--- config.mk ---
export PLATFORM = sky130hd
export DESIGN_NAME = riscv_cmd_executor
export DESIGN_NICKNAME = d
export VERILOG_FILES = /design/src/rtl/riscv_cmd_pkg.sv /design/src/rtl/riscv_regfile.sv /design/src/rtl/riscv_cmd_executor.sv
export SDC_FILE = /design/constraint.sdc
export NUM_CORES = 2
export LEC_CHECK = 0
export BUFFER_PORTS_ARGS = -buffer_cell sky130_fd_sc_hd__buf_4
export CAP_MARGIN = 15
export CORE_ASPECT_RATIO = 1.5
export CORE_MARGIN = 2
export CORE_UTILIZATION = 55
export DETAILED_ROUTE_END_ITERATION = 7
export GPL_TIMING_DRIVEN = 0
export PLACE_DENSITY = 0.74
export SYNTH_ARGS = -nofsm -noshare
export SYNTH_HDL_FRONTEND = slang
export SYNTH_HIERARCHICAL = 1
export SYNTH_SLANG_ARGS = --single-unit
--- constraint.sdc ---
create_clock -name clk -period 29.6 [get_ports clk]
set_clock_uncertainty 0.2 [all_clocks]
set_input_delay 2.96 -clock clk [delete_from_list [all_inputs] [get_ports clk]]
set_output_delay 2.96 -clock clk [all_outputs]
set_load 0.02 [all_outputs]
--- src/rtl/riscv_cmd_pkg.sv ---
// rtl/riscv_cmd_pkg.sv - RV32I subset encodings and executor state type
package riscv_cmd_pkg;

    localparam logic [6:0]  OPC_OP     = 7'b0110011;
    localparam logic [6:0]  OPC_OPIMM  = 7'b0010011;
    localparam logic [6:0]  OPC_LUI    = 7'b0110111;
    localparam logic [6:0]  OPC_SYSTEM = 7'b1110011;

    localparam logic [2:0]  F3_ADDSUB  = 3'b000;
    localparam logic [6:0]  F7_ADD     = 7'b0000000;
    localparam logic [6:0]  F7_SUB     = 7'b0100000;

    localparam logic [31:0] INSN_EBREAK = 32'h00100073;

    typedef enum logic [1:0] {
        RUN    = 2'd0,
        HALTED = 2'd1,
        ERROR  = 2'd2
    } state_t;

endpackage

--- src/rtl/riscv_regfile.sv ---
// rtl/riscv_regfile.sv - 32x32 register file, x0 hardwired to zero, plus debug read port
module riscv_regfile (
    input  logic        clk,
    input  logic        reset,
    input  logic        we,
    input  logic [4:0]  waddr,
    input  logic [31:0] wdata,
    input  logic [4:0]  raddr_a,
    output logic [31:0] rdata_a,
    input  logic [4:0]  raddr_b,
    output logic [31:0] rdata_b,
    input  logic [4:0]  dbg_addr,
    output logic [31:0] dbg_data
);

    logic [31:0] regs [32];

    always_ff @(posedge clk or posedge reset) begin
        if (reset) begin
            for (int i = 0; i < 32; i++) begin
                regs[i] <= 32'd0;
            end
        end else if (we && waddr != 5'd0) begin
            regs[waddr] <= wdata;
        end
    end

    // x0 is masked on read as well, so its storage never matters
    assign rdata_a  = (raddr_a  == 5'd0) ? 32'd0 : regs[raddr_a];
    assign rdata_b  = (raddr_b  == 5'd0) ? 32'd0 : regs[raddr_b];
    assign dbg_data = (dbg_addr == 5'd0) ? 32'd0 : regs[dbg_addr];

endmodule

--- src/rtl/riscv_cmd_executor.sv ---
// rtl/riscv_cmd_executor.sv - single-cycle executor for ADD/SUB/ADDI/LUI with EBREAK halt
module riscv_cmd_executor
    import riscv_cmd_pkg::*;
#(
    parameter int CNT_W = 16
) (
    input  logic             clk,
    input  logic             reset,
    input  logic             cmd_valid,
    input  logic [31:0]      cmd_data,
    output logic             cmd_ready,
    output logic             wb_valid,
    output logic [4:0]       wb_rd,
    output logic [31:0]      wb_data,
    output logic [CNT_W-1:0] retired_count,
    output logic             halted,
    output logic             illegal,
    input  logic [4:0]       dbg_addr,
    output logic [31:0]      dbg_data
);

    state_t state;
    state_t state_next;

    logic [6:0]  opcode;
    logic [2:0]  funct3;
    logic [6:0]  funct7;
    logic [4:0]  rd;
    logic [4:0]  rs1;
    logic [4:0]  rs2;
    logic [31:0] rs1_data;
    logic [31:0] rs2_data;
    logic [31:0] imm_i;
    logic [31:0] imm_u;

    logic        is_add;
    logic        is_sub;
    logic        is_addi;
    logic        is_lui;
    logic        is_ebreak;
    logic        is_alu;
    logic        accept;
    logic        retire;
    logic [31:0] result;

    assign opcode = cmd_data[6:0];
    assign rd     = cmd_data[11:7];
    assign funct3 = cmd_data[14:12];
    assign rs1    = cmd_data[19:15];
    assign rs2    = cmd_data[24:20];
    assign funct7 = cmd_data[31:25];
    assign imm_i  = {{20{cmd_data[31]}}, cmd_data[31:20]};
    assign imm_u  = {cmd_data[31:12], 12'b0};

    assign is_add    = (opcode == OPC_OP) && (funct3 == F3_ADDSUB) && (funct7 == F7_ADD);
    assign is_sub    = (opcode == OPC_OP) && (funct3 == F3_ADDSUB) && (funct7 == F7_SUB);
    assign is_addi   = (opcode == OPC_OPIMM) && (funct3 == F3_ADDSUB);
    assign is_lui    = (opcode == OPC_LUI);
    assign is_ebreak = (cmd_data == INSN_EBREAK);
    assign is_alu    = is_add | is_sub | is_addi | is_lui;

    assign accept = cmd_valid & cmd_ready;
    assign retire = accept & is_alu;

    always_comb begin
        result = 32'd0;
        if (is_add) begin
            result = rs1_data + rs2_data;
        end else if (is_sub) begin
            result = rs1_data - rs2_data;
        end else if (is_addi) begin
            result = rs1_data + imm_i;
        end else if (is_lui) begin
            result = imm_u;
        end
    end

    riscv_regfile u_regfile (
        .clk      (clk),
        .reset    (reset),
        .we       (retire),
        .waddr    (rd),
        .wdata    (result),
        .raddr_a  (rs1),
        .rdata_a  (rs1_data),
        .raddr_b  (rs2),
        .rdata_b  (rs2_data),
        .dbg_addr (dbg_addr),
        .dbg_data (dbg_data)
    );

    always_ff @(posedge clk or posedge reset) begin
        if (reset) begin
            state <= RUN;
        end else begin
            state <= state_next;
        end
    end

    // HALTED and ERROR are sticky; only reset returns to RUN
    always_comb begin
        state_next = state;
        cmd_ready  = 1'b0;
        halted     = 1'b0;
        illegal    = 1'b0;
        case (state)
            RUN: begin
                cmd_ready = 1'b1;
                if (accept) begin
                    if (is_ebreak) begin
                        state_next = HALTED;
                    end else if (!is_alu) begin
                        state_next = ERROR;
                    end
                end
            end
            HALTED: halted  = 1'b1;
            ERROR:  illegal = 1'b1;
            default: state_next = RUN;
        endcase
    end

    always_ff @(posedge clk or posedge reset) begin
        if (reset) begin
            wb_valid <= 1'b0;
            wb_rd    <= 5'd0;
            wb_data  <= 32'd0;
        end else begin
            wb_valid <= retire;
            if (retire) begin
                wb_rd   <= rd;
                wb_data <= result;
            end
        end
    end

    always_ff @(posedge clk or posedge reset) begin
        if (reset) begin
            retired_count <= '0;
        end else if (retire && !(&retired_count)) begin
            retired_count <= retired_count + CNT_W'(1);
        end
    end

endmodule

# After elaboration in Yosys (flattened, before gate mapping)

Index checks and enable logic that the tools add are counted.

Add/sub/neg operators: 4
Order comparisons: 5
Eq/ne operators: 9
Multiplexer cells: 26
Bitwise operators: 10
Reductions and logical operators: 18

Operators by type and width:

| kind                  | count |
|---|---|
| $bwmux 1024           | 1 |
| $bmux 32 s5           | 3 |
| $mux 32               | 14 |
| $demux 32 s5          | 1 |
| $add 32x32->32        | 2 |
| $eq 32x21->1 const B  | 1 |
| $sub 32x32->32        | 1 |
| $ge 6x6->1 const B    | 4 |
| $not 5->6             | 4 |
| $eq 7x6->1 const B    | 3 |
| $add 16x1->16 const B | 1 |
| $reduce_and 16->1     | 1 |
| $logic_not 5->1       | 3 |
| $eq 7x5->1 const B    | 1 |
| $logic_and 1x1->1     | 7 |
| $logic_not 7->1       | 1 |
| $lt 6x1->1 const B    | 1 |
| $mux 2                | 3 |
| $reduce_bool 5->1     | 1 |
| $pmux 2 s2            | 1 |
| $logic_not 3->1       | 1 |
| $mux 1                | 3 |
| $ne 3x3->1 const B    | 1 |
| $or 1x1->1            | 3 |
| 9 further kinds       | 10 |

Register bits: 1080
Input bits: 40
Output and inout bits: 89

# Longest topological paths before layout

Depth in word-level cells: 10
Depth in mapped cells: 24
Depth with buffers taken out: 19

# By module

Netlist, hierarchy kept.

By module, submodules not included:

| module             | times used | cells each | area each (um2) | seq. area each (um2) |
|---|---|---|---|---|
| riscv_regfile      | 1          | 4434       | 63554.7         | 25624.6 |
| riscv_cmd_executor | 1          | 1043       | 8041.5          | 1401.3 |

# Worst setup path before layout

No wires, ideal clock.

Path kind: input-to-output
From: input dbg_addr[2]
To: output dbg_data[19]
Arrival: 4762 ps
Setup slack: 21678 ps
Stages: 8
Cell sequence: buf_2 > buf_6 > buf_6 > buf_6 > mux2i_1 > a221o_1 > a22o_1 > nor4_1

Word-level cells in the longest chain between the ends: 5
Elaborated cells between the ends (all ways): 6

RTL lines:

| element                                     | line                     | RTL |
|---|---|---|
| start, declared                             | riscv_cmd_executor.sv:18 | `input logic [4:0] dbg_addr,` |
| $not 5->6 (not written as such)             | riscv_regfile.sv:31      | `assign dbg_data = (dbg_addr == 5'd0) ? 32'd0 : regs[dbg_addr];` |
| $bmux 32 s5                                 | riscv_regfile.sv:31      |  |
| $mux 32 (not written as such) (2 in series) | riscv_regfile.sv:31      |  |
| $mux 32 *                                   | riscv_regfile.sv:31      |  |
| end, declared                               | riscv_cmd_executor.sv:19 | `output logic [31:0] dbg_data` |

Mark *: on every way between the ends. The rest lies on a longest branch, timed or not. The select of a mux whose other input is x is not followed.

# Final worst setup path

From: input cmd_data[20]
To: register u_regfile/regs[957] (netlist name)

Word-level cells in the longest chain between the ends: 9
Elaborated cells between the ends (all ways): 13

RTL lines:

| element                                     | line                     | RTL |
|---|---|---|
| start, declared                             | riscv_cmd_executor.sv:10 | `input logic [31:0] cmd_data,` |
| $not 5->6 (not written as such)             | riscv_regfile.sv:30      | `assign rdata_b = (raddr_b == 5'd0) ? 32'd0 : regs[raddr_b];` |
| $bmux 32 s5                                 | riscv_regfile.sv:30      |  |
| $mux 32 (not written as such) (2 in series) | riscv_regfile.sv:30      |  |
| $mux 32 *                                   | riscv_regfile.sv:30      |  |
| named net rs2_data[6]                       | riscv_cmd_executor.sv:32 | `logic [31:0] rs2_data;` |
| $sub 32x32->32                              | riscv_cmd_executor.sv:70 | `result = rs1_data - rs2_data;` |
| $mux 32                                     | riscv_cmd_executor.sv:69 | `end else if (is_sub) begin` |
| $mux 32 *                                   | riscv_cmd_executor.sv:67 | `if (is_add) begin` |
| named net result[29]                        | riscv_cmd_executor.sv:44 | `logic [31:0] result;` |
| $bwmux 1024 *                               | riscv_regfile.sv:24      | `regs[waddr] <= wdata;` |
| end signal, assigned by index               | riscv_regfile.sv:24      |  |
| end, declared                               | riscv_regfile.sv:16      | `logic [31:0] regs [32];` |

The timed path passes the listed nets; every way through them passes the cells marked *. The select of a mux whose other input is x is not followed.
A chain may end at the register's enable or synchronous reset.

==> run_results.csv <==
group,metric,value,unit
timing,worstMarginPinSlew,1.52,ns
routing,routedWlPerCell,47.3,um
routing,detailedRoute.firstPassIterationCount,8,
place,gp_congestion,1.15,
routing,dr_total_vias,62700,
pwr,power.leakage,36.7,nW
logic_synthesis,synth_edf_count,0,
timing,drv_slew,14,
logic_synthesis,synth_flop_cell,"dfrtp_1",
pwr,peakVddDrop,0.0517,mV
final_layout,final_net_count,5969,
final_layout,area_growth,12.5,%
pwr,report.power.total,3.70,mW
hold_path,hold_start,"wb_data[6]$_DFFE_PP0P_",
clocking,cts_tree,"done",
clocking,numCtsBuffers,109,
clocking,ctsResizeCount,0,
pwr,combPwrFrac,17.0,%
critical_path,startpoint,"cmd_data[20]",
clocking,clkLatencyLatePin,0.81,ns
routing,wl,364000,um
pwr,power.density,46.0,mW/mm^2
timing,setup_ws,17.65,ns
timing,slew_headroom,-2.03,%
timing,setup_viol,0,
routing,ant_nets,0,
global_routing,antenna_found_initial,37,
critical_path,cp_max_fo,10,
floorplanning,die_w,299,um
routing,top_layer,"met5",
pwr,switching_share,30.5,%
place,portBuffers,126,
clocking,cts_setup_buffers,0,
global_routing,grt_pass1_vias,60400,
logic_synthesis,synth.avg_cell_area,13.1,um^2
floorplanning,io_pins,129,
clocking,path_clk_slew,0.07,ns
clocking,cts_sinks,1080,
hold_path,hold_class,"register to register",
floorplanning,core,0.130,mm^2
place,hpwl,262000,um
status,violations,"design-rule violations, max-capacitance violations, max-slew violations",
floorplanning,die-area,0.133,mm^2
logic_synthesis,ys_warn_count,6,
global_routing,grt_pass1_wl,496000,um
pwr,p_switching,1.13,mW
routing,met1_length,106000,um
critical_path,crit_type,"input pin to register",
place,pre_cts_ws,17.97,ns
logic_synthesis,ys_ff_latch,1080,
routing,met3_wirelength,57500,um
floorplanning,initial_core_util,55.3,%
timing,rsz0062_at_grt,"no",
logic_synthesis,syn_area,0.0716,mm^2
pwr,p_int,2.58,mW
critical_path,arrival,12.48,ns
final_layout,layout.cells.non_filler,7695,
routing,via_per_inst,8.15,
job,max_cap_viol_count,2,
place,placed_cells,7412,
clocking,ctsHoldBuffers,0,
timing,fin_crit_sh,40.4,%
routing,drt-initial-drc-count,11100,
timing,min_period,11.95,ns
clocking,clk_path_buf_depth,3,
clocking,htree_levels,3,
routing,wl_met2,150000,um
critical_path,end_kind,"register",
pwr,clkPwrFrac,43.0,%
logic_synthesis,synth_cell_types,101,
timing,hold_slack,0.277,ns
timing,hold_viol_final,0,
global_routing,globalRouteTotalUtil,54.9,%
logic_synthesis,ys_seq_area_share,37.7,%
global_routing,overflow,0,
floorplanning,rows,162,
logic_synthesis,synth_nets,5617,
pwr,p_seq_share,40.0,%
status,status,"finished, violations left",
critical_path,critical_path_required,30.13,ns
final_layout,num-fill-cells,10200,
logic_synthesis,synthArstFlopShare,100,%
logic_synthesis,synthCells,5477,
clocking,root_buffer,"clkbuf_16",
critical_path,cp-start-kind,"input pin",
timing,fmax,0.0837,GHz
critical_path,r2r_start,"u_regfile/regs[513]$_DFFE_PP0P_",
floorplanning,chipHeight,446,um
routing,remaining_drc_errors,11,
global_routing,grt_start_max_net_pins,43,
final_layout,drive_gt1_share,41.1,%
timing,finalSetupTns,0,ns
-- kinds of logic after synthesis --
family | count (synthesis) | synth area share [%]
fa+ha+maj | 100 | 1.78
compound gates | 877 | 9.20
simple gates | 611 | 4.58
xor+xnor | 72 | 0.881
buf+inv | 668 | 4.76
mux | 2069 | 41.1
flops | 1080 | 37.7
-- layout make-up --
cell class                      count  area (um^2)  area share (%)
Clock buffer                      145         3120            3.87
Buffer                            587         3110            3.86
Multi-Input combinational cell   3729        41200            51.2
Tap cell                         1722         2150            2.67
Sequential cell                  1080        27000            33.5
Antenna cell                       47          118           0.146
Inverter                           81          308           0.382
Clock inverter                     63          952            1.18
Timing Repair Buffer              241         2550            3.17
-- critical path: stages --
cell and delay, ns:
buf_4 0.27, buf_2 0.44, buf_2 0.45, buf_1 0.86, clkbuf_1 1.14, a211oi_1 0.23
nor4_1 0.98, inv_1 0.12, ha_1 0.31, clkbuf_1 0.33, o21ai_0 0.20, a21oi_1 0.26
o211ai_1 0.22, a21oi_1 1.08, o211ai_1 0.29, a21oi_1 0.36, a211oi_1 0.11, xnor2_1 0.24
nand3_1 0.25, nand2_1 0.40, clkbuf_1 0.62, mux2_2 0.29
-- cells in the mapped netlist, drive strengths merged (10+ instances only) --
| master | n | share of area, % |
|---|---|---|
| nor2 | 89 | 0.47 |
| a22oi | 20 | 0.21 |
| nor3 | 42 | 0.31 |
| o221ai | 31 | 0.39 |
| buf | 282 | 2.5 |
| o21a | 11 | 0.13 |
| dfrtp | 1080 | 38 |
| nand3b | 10 | 0.10 |
| a211oi | 171 | 1.8 |
| o22ai | 106 | 0.93 |
| xor2 | 20 | 0.24 |
| mux2i | 330 | 4.6 |
| xnor2 | 52 | 0.64 |
| o21ai | 73 | 0.51 |
| and3 | 14 | 0.13 |
| nor2b | 150 | 1.3 |
| nand3 | 32 | 0.25 |
| o21bai | 19 | 0.20 |
| mux4 | 566 | 18 |
| clkbuf | 301 | 1.7 |
| a31oi | 27 | 0.24 |
| o211ai | 11 | 0.12 |
| nand2 | 140 | 0.74 |
| mux2 | 1173 | 18 |
| ha | 97 | 1.7 |
| a21oi | 105 | 0.75 |
| nand4 | 15 | 0.13 |
| inv | 79 | 0.41 |
| a21o | 28 | 0.29 |
| nor4 | 74 | 0.67 |
| o31ai | 13 | 0.16 |
| a2111oi | 28 | 0.42 |
| nand2b | 15 | 0.13 |
| a221oi | 20 | 0.25 |
| a221o | 66 | 0.92 |
| a22o | 108 | 1.3 |
-- final timing paths --
| path | cells past startpoint | to | slack, ns |
|---|---|---|---|
| worst min-delay path | 2 | wb_data[6]$_DFFE_PP0P_ | 0.28 |
| worst max-delay path | 22 | u_regfile/regs[957]$_DFFE_PP0P_ | 17.65 |
| worst min register to register | 2 | wb_data[6]$_DFFE_PP0P_ | 0.28 |
| worst max register to register | 16 | u_regfile/regs[319]$_DFFE_PP0P_ | 21.63 |
| max in group asynchronous | 10 | u_regfile/regs[177]$_DFFE_PP0P_ | 25.09 |
| min in group asynchronous | 2 | retired_count[3]$_DFFE_PP0P_ | 2.00 |
-- state kept, by name, summed over array words and instances, names as in the netlist --
register and cells:
retired_count 16, state 2, u_regfile/regs 1024, wb_data 32, wb_rd 5, wb_valid 1
-- per-layer routing --
metal | GRT usage (%) | up-vias
met3 | 32.5 | 2820
li1 | - | 22300
met4 | 55.6 | 29
met2 | 76.6 | 6751
met1 | 54.8 | 30900
met5 | 6.08 | -
-- per-stage QoR --
stage          cell area, um^2  util [%]
6_report                 80600      62.2
5_1_grt                  80500      62.1
4_1_cts                  80100      61.8
3_5_place_dp             76000      58.7
3_3_place_gp             74700      57.7
2_1_floorplan            71600         -
-- cells in the final DEF, fill, tap and decap left out, types with 27 or more instances in the layout --
cell / count
buf_12: 37
nor2_1: 87
a211oi_1: 167
mux2_2: 1172
a21oi_1: 104
a31oi_1: 27
clkbuf_16: 111
xnor2_1: 52
inv_1: 77
buf_8: 41
mux4_2: 531
nand2_1: 139
buf_4: 185
buf_2: 156
a22o_1: 99
nor2b_1: 150
o221ai_1: 30
nor4_1: 71
o21ai_0: 67
a21o_1: 28
buf_6: 34
clkbuf_1: 297
ha_1: 97
buf_1: 57
nor3_1: 41
a221o_1: 65
nand3_1: 30
mux4_1: 35
dfrtp_1: 1080
mux2i_1: 329
diode_2: 47
o22ai_1: 105
clkbuf_8: 32
-- power groups by stage --
stage          clock network [mW]  registers (mW)  logic [mW]
4_1_cts                      1.59            1.48       0.568
5_1_grt                      1.65            1.48       0.621
3_5_place_dp                    0            1.51       0.566
3_3_place_gp                    0            1.51       0.544
6_report                     1.59            1.48       0.629
2_1_floorplan                   0            1.51       0.301
(Power assumes the default switching activity.)
